## src/rtl/mux8_pkg.sv

```systemverilog
// Shared widths and FSM encoding for the 8:1-mux serialiser.
package mux8_pkg;
    localparam int WORD_W = 8;
    localparam int SEL_W  = 3;

    typedef enum logic {
        IDLE  = 1'b0,
        SHIFT = 1'b1
    } state_t;
endpackage

```

## src/rtl/mux8_feeder.sv

```systemverilog
// Serialises a parallel byte by sweeping the select of an external 8:1 mux,
// with valid/ready handshakes on both the word side and the bit side.
module mux8_feeder
    import mux8_pkg::*;
#(
    parameter bit MSB_FIRST = 1'b0
) (
    input  logic              clk,
    input  logic              rst_n,
    input  logic              in_valid,
    output logic              in_ready,
    input  logic [WORD_W-1:0] in_data,
    output logic [WORD_W-1:0] d,
    output logic [SEL_W-1:0]  s,
    input  logic              mux_out,
    output logic              out_valid,
    input  logic              out_ready,
    output logic              out_bit,
    output logic              out_last
);
    localparam logic [SEL_W-1:0] S_START = MSB_FIRST ? 3'd7 : 3'd0;

    state_t           state;
    logic [SEL_W-1:0] beat;
    logic             accept_in;
    logic             accept_bit;

    // A new word may enter while the last bit of the current one is taken.
    assign in_ready   = rst_n && ((state == IDLE) || (out_last && out_ready));
    assign accept_in  = in_valid && in_ready;
    assign accept_bit = out_valid && out_ready;
    assign out_bit    = mux_out;

    always_ff @(posedge clk or negedge rst_n) begin
        if (!rst_n) begin
            state     <= IDLE;
            d         <= '0;
            s         <= '0;
            beat      <= '0;
            out_valid <= 1'b0;
            out_last  <= 1'b0;
        end else if (accept_in) begin
            state     <= SHIFT;
            d         <= in_data;
            s         <= S_START;
            beat      <= '0;
            out_valid <= 1'b1;
            out_last  <= 1'b0;
        end else if (accept_bit) begin
            if (beat == 3'd7) begin
                // Word done with nothing queued: d and s keep their final values.
                state     <= IDLE;
                out_valid <= 1'b0;
                out_last  <= 1'b0;
            end else begin
                beat     <= beat + 3'd1;
                s        <= MSB_FIRST ? (s - 3'd1) : (s + 3'd1);
                out_last <= (beat == 3'd6);
            end
        end
    end
endmodule
```

## config.mk

```make
export PLATFORM = sky130hd
export DESIGN_NAME = mux8_feeder
export DESIGN_NICKNAME = d
export VERILOG_FILES = /design/src/rtl/mux8_pkg.sv /design/src/rtl/mux8_feeder.sv
export SDC_FILE = /design/constraint.sdc
export NUM_CORES = 1
export LEC_CHECK = 0
export CAP_MARGIN = 10
export CELL_PAD_IN_SITES_DETAIL_PLACEMENT = 2
export CELL_PAD_IN_SITES_GLOBAL_PLACEMENT = 2
export CORE_ASPECT_RATIO = 0.75
export CORE_MARGIN = 8
export CORE_UTILIZATION = 26
export CTS_CLUSTER_SIZE = 25
export DETAILED_ROUTE_END_ITERATION = 12
export PLACE_DENSITY_LB_ADDON = 0.1
export SLEW_MARGIN = 30
export SYNTH_ARGS = -nofsm -noshare
export SYNTH_HDL_FRONTEND = slang
export SYNTH_SLANG_ARGS = --single-unit
```

## constraint.sdc

```tcl
create_clock -name clk -period 1.85 [get_ports clk]
set_input_delay 0.37 -clock clk [delete_from_list [all_inputs] [get_ports clk]]
set_output_delay 0.37 -clock clk [all_outputs]
set_load 0.02 [all_outputs]
```

==> impl_results.md <==
- Status: finished, final reports clean
- Share of the synthesized area in the top cell type: 0.546
- DR DRC count: 0
- Peak fanout along the critical path: 5
- Final Hold Fails: 0
- DR WL met2: 785 um
- Setup ws final: 158 ps
- # setup viols final: 0
- Clock latency on the worst-skew pair: 250 ps
- Total Power: 1.90 mW
- Critical path launch point type: flip-flop
- NumNets Final: 107
- #FFs+latches synth: 16
- Synth unique cells: 19
- Die ar.: 4790 um2
- Logic pwr share: 0.508
- First-pass DRT Iterations: 2
- Via density: 4.30
- Most common cell after layout, fill and taps aside: clkdlybuf4s50_1
- GRT Total Usage: 0.0844
- Syn nets: 73
- Top Layer Used: met4
- Final cycle utilization of the critical path: 0.915
- Final ANT Viol Nets: 0
- Wire length on met1: 961 um
- Met3 WL: 120 um
- Synth top area cells: dfrtp_1 55%, mux2_1 9.2%, ha_1 6.8%, mux2i_1 4.1%, mux2_4 4.1%
- F_max: 591 MHz
- HPWL after detailed placement: 1440 um
- Switching Share: 0.359
- Max_slew headroom: 0.742
- WL/cell: 15.0 um
- Worst-Margin Slew: 386 ps
- Clock transition at path regs: 60 ps
- IO buf count: 25
- Clock skew: 3.25 ps
- Diodes inserted: 0
- Total Wirelength: 1880 um
- Final Max Tran Viols: 0
- Setup Crit Path Kind: reg2out
- Total core area: 2640 um2
- Total leakage power: 0.510 nW
- P_sw: 0.681 mW
- Die Span X: 77.3 um
- Hold-fix buffer count after cts: 0
- Pint: 1.22 mW
- Chip Height: 62.0 um
- Antenna violations before repair: 0
- Post-CTS Setup Repair Bufs: 0
- Vias: 537
- Dpl ws: -223 ps
- CTS Sinks: 16
- Largest net degree at the start of global routing: 18
- Sequential share of power: 0.330
- Peak supply drop: 667 uV
- Cell Rows: 16
- Placer Congestion: 0.673
- Number of global-route vias before repair: 619
- DR iter-0 viols: 29
- Post-Place Cells: 121
- Max-Cap Viols: 0
- Cell area power density: 1700 nW/um2
- Htree depth: 1
- RSZ-0062 raised after global routing: no
- Post-synth top area cell: dfrtp_1
- Mapped Area: 733 um2
- Setup crit end kind: output pin
- Synth warn: 0
- Cells after Synth: 56
- Register area share after synthesis: 0.546
- Data required, critical path: 1480 ps
- Non-Filler Instances: 125
- Most frequent cells in the layout: 24 x clkdlybuf4s50_1, 16 x dfrtp_1, 7 x nor2_1
- Syn avg cell area: 13.1 um2
- I/O pin cnt: 28
- CTS buffer count: 3
- First-pass GRT wire length: 3060 um
- Initial Utilization: 0.277
- TNS Setup: 0 ps
- CTS Root Cell: clkbuf_8
- CTS tree: done
- Arrival time at the worst endpoint: 1320 ps
- Share of cells above drive strength 1: 0.169
- Max Root-Sink Buffers: 2
- Area Overhead vs Synth: 52.4%
- Clock share of power: 0.161
- Final min period: 1690 ps
- GR Overflow Total: 0
- Worst hold path type: in2async
## metal layers
metal	vias to the layer above	GRT usage
li1	252	-
met1	264	0.104
met2	19	0.129
met3	2	0.0402
met4	0	0.0241
met5	-	0
## final timing paths
check,from,endpoint,slack [ps],depth (start not counted)
min reg2reg,d[2]$_DFFE_PN0N_,d[2]$_DFFE_PN0N_,480,1
max in group asynchronous,rst_n,d[3]$_DFFE_PN0N_,1180,2
max reg2reg,beat[1]$_DFFE_PN0P_,beat[1]$_DFFE_PN0P_,250,5
min,rst_n,out_last$_DFFE_PN0P_,480,2
min in group clk,d[2]$_DFFE_PN0N_,d[2]$_DFFE_PN0N_,480,1
max,state$_DFFE_PN0P_,out_valid,160,2
## final cells by class
cell class | count | area, um2
multi-input cells | 36 | 307
well taps | 36 | 45.0
inverters | 2 | 7.51
clock buffers | 4 | 55.1
repair buffers | 31 | 303
flip-flops and latches | 16 | 400
fillers | 291 | 1530
## cell usage after synthesis
library cell and n:
a2bb2oi_1 1, buf_4 1, buf_6 1, a21o_1 1, nand4b_1 1, nor2_1 7, nand2_1 4, mux2i_1 3
xor2_1 2, dfrtp_1 16, xnor2_1 1, a21boi_2 1, nand3b_1 1, mux2_4 2, mux2_1 6, inv_1 2
ha_1 4, nor2b_1 1, nor2_4 1
## kinds of logic after synthesis
group / count (synthesis) / synth area share
flip-flops: 16 / 0.546
adder cells (fa/ha/maj): 4 / 0.0683
AO/OA/AOI/OAI: 3 / 0.0375
AND/OR/NAND/NOR: 15 / 0.102
buffers and inverters: 4 / 0.0358
XOR/XNOR: 3 / 0.0358
multiplexers: 11 / 0.174
## timing repair
action / 4_1_cts / 5_1_grt
resized for setup: 1 / 2
setup endpoints to repair: 1 / 1
pin swaps: 0 / 0
## sequential cells by signal (all words and copies together), names as in the netlist
signal	count
beat	3
out_last	1
s	3
d	8
state	1
## metrics by stage
stage / instance area [um2] / util / hold slack, ps
2_1_floorplan: 733 / - / 74.4
3_3_place_gp: 1070 / 0.404 / 466
3_5_place_dp: 1070 / 0.404 / 475
4_1_cts: 1120 / 0.424 / 487
5_1_grt: 1120 / 0.423 / 496
6_report: 1120 / 0.423 / 476
## critical path: stages, from the launching register on
cell and delay, ps:
dfrtp_1 340, buf_4 140, clkdlybuf4s50_1 600
## power by group through the flow
stage	sequential (mW)	clock, mW	combinational (mW)
5_1_grt	0.648	0.332	1.06
2_1_floorplan	0.797	0	0.351
3_3_place_gp	0.625	0	0.958
3_5_place_dp	0.636	0	0.987
4_1_cts	0.632	0.321	0.990
6_report	0.626	0.306	0.964
No activity file was read; power rests on OpenSTA's default activity.
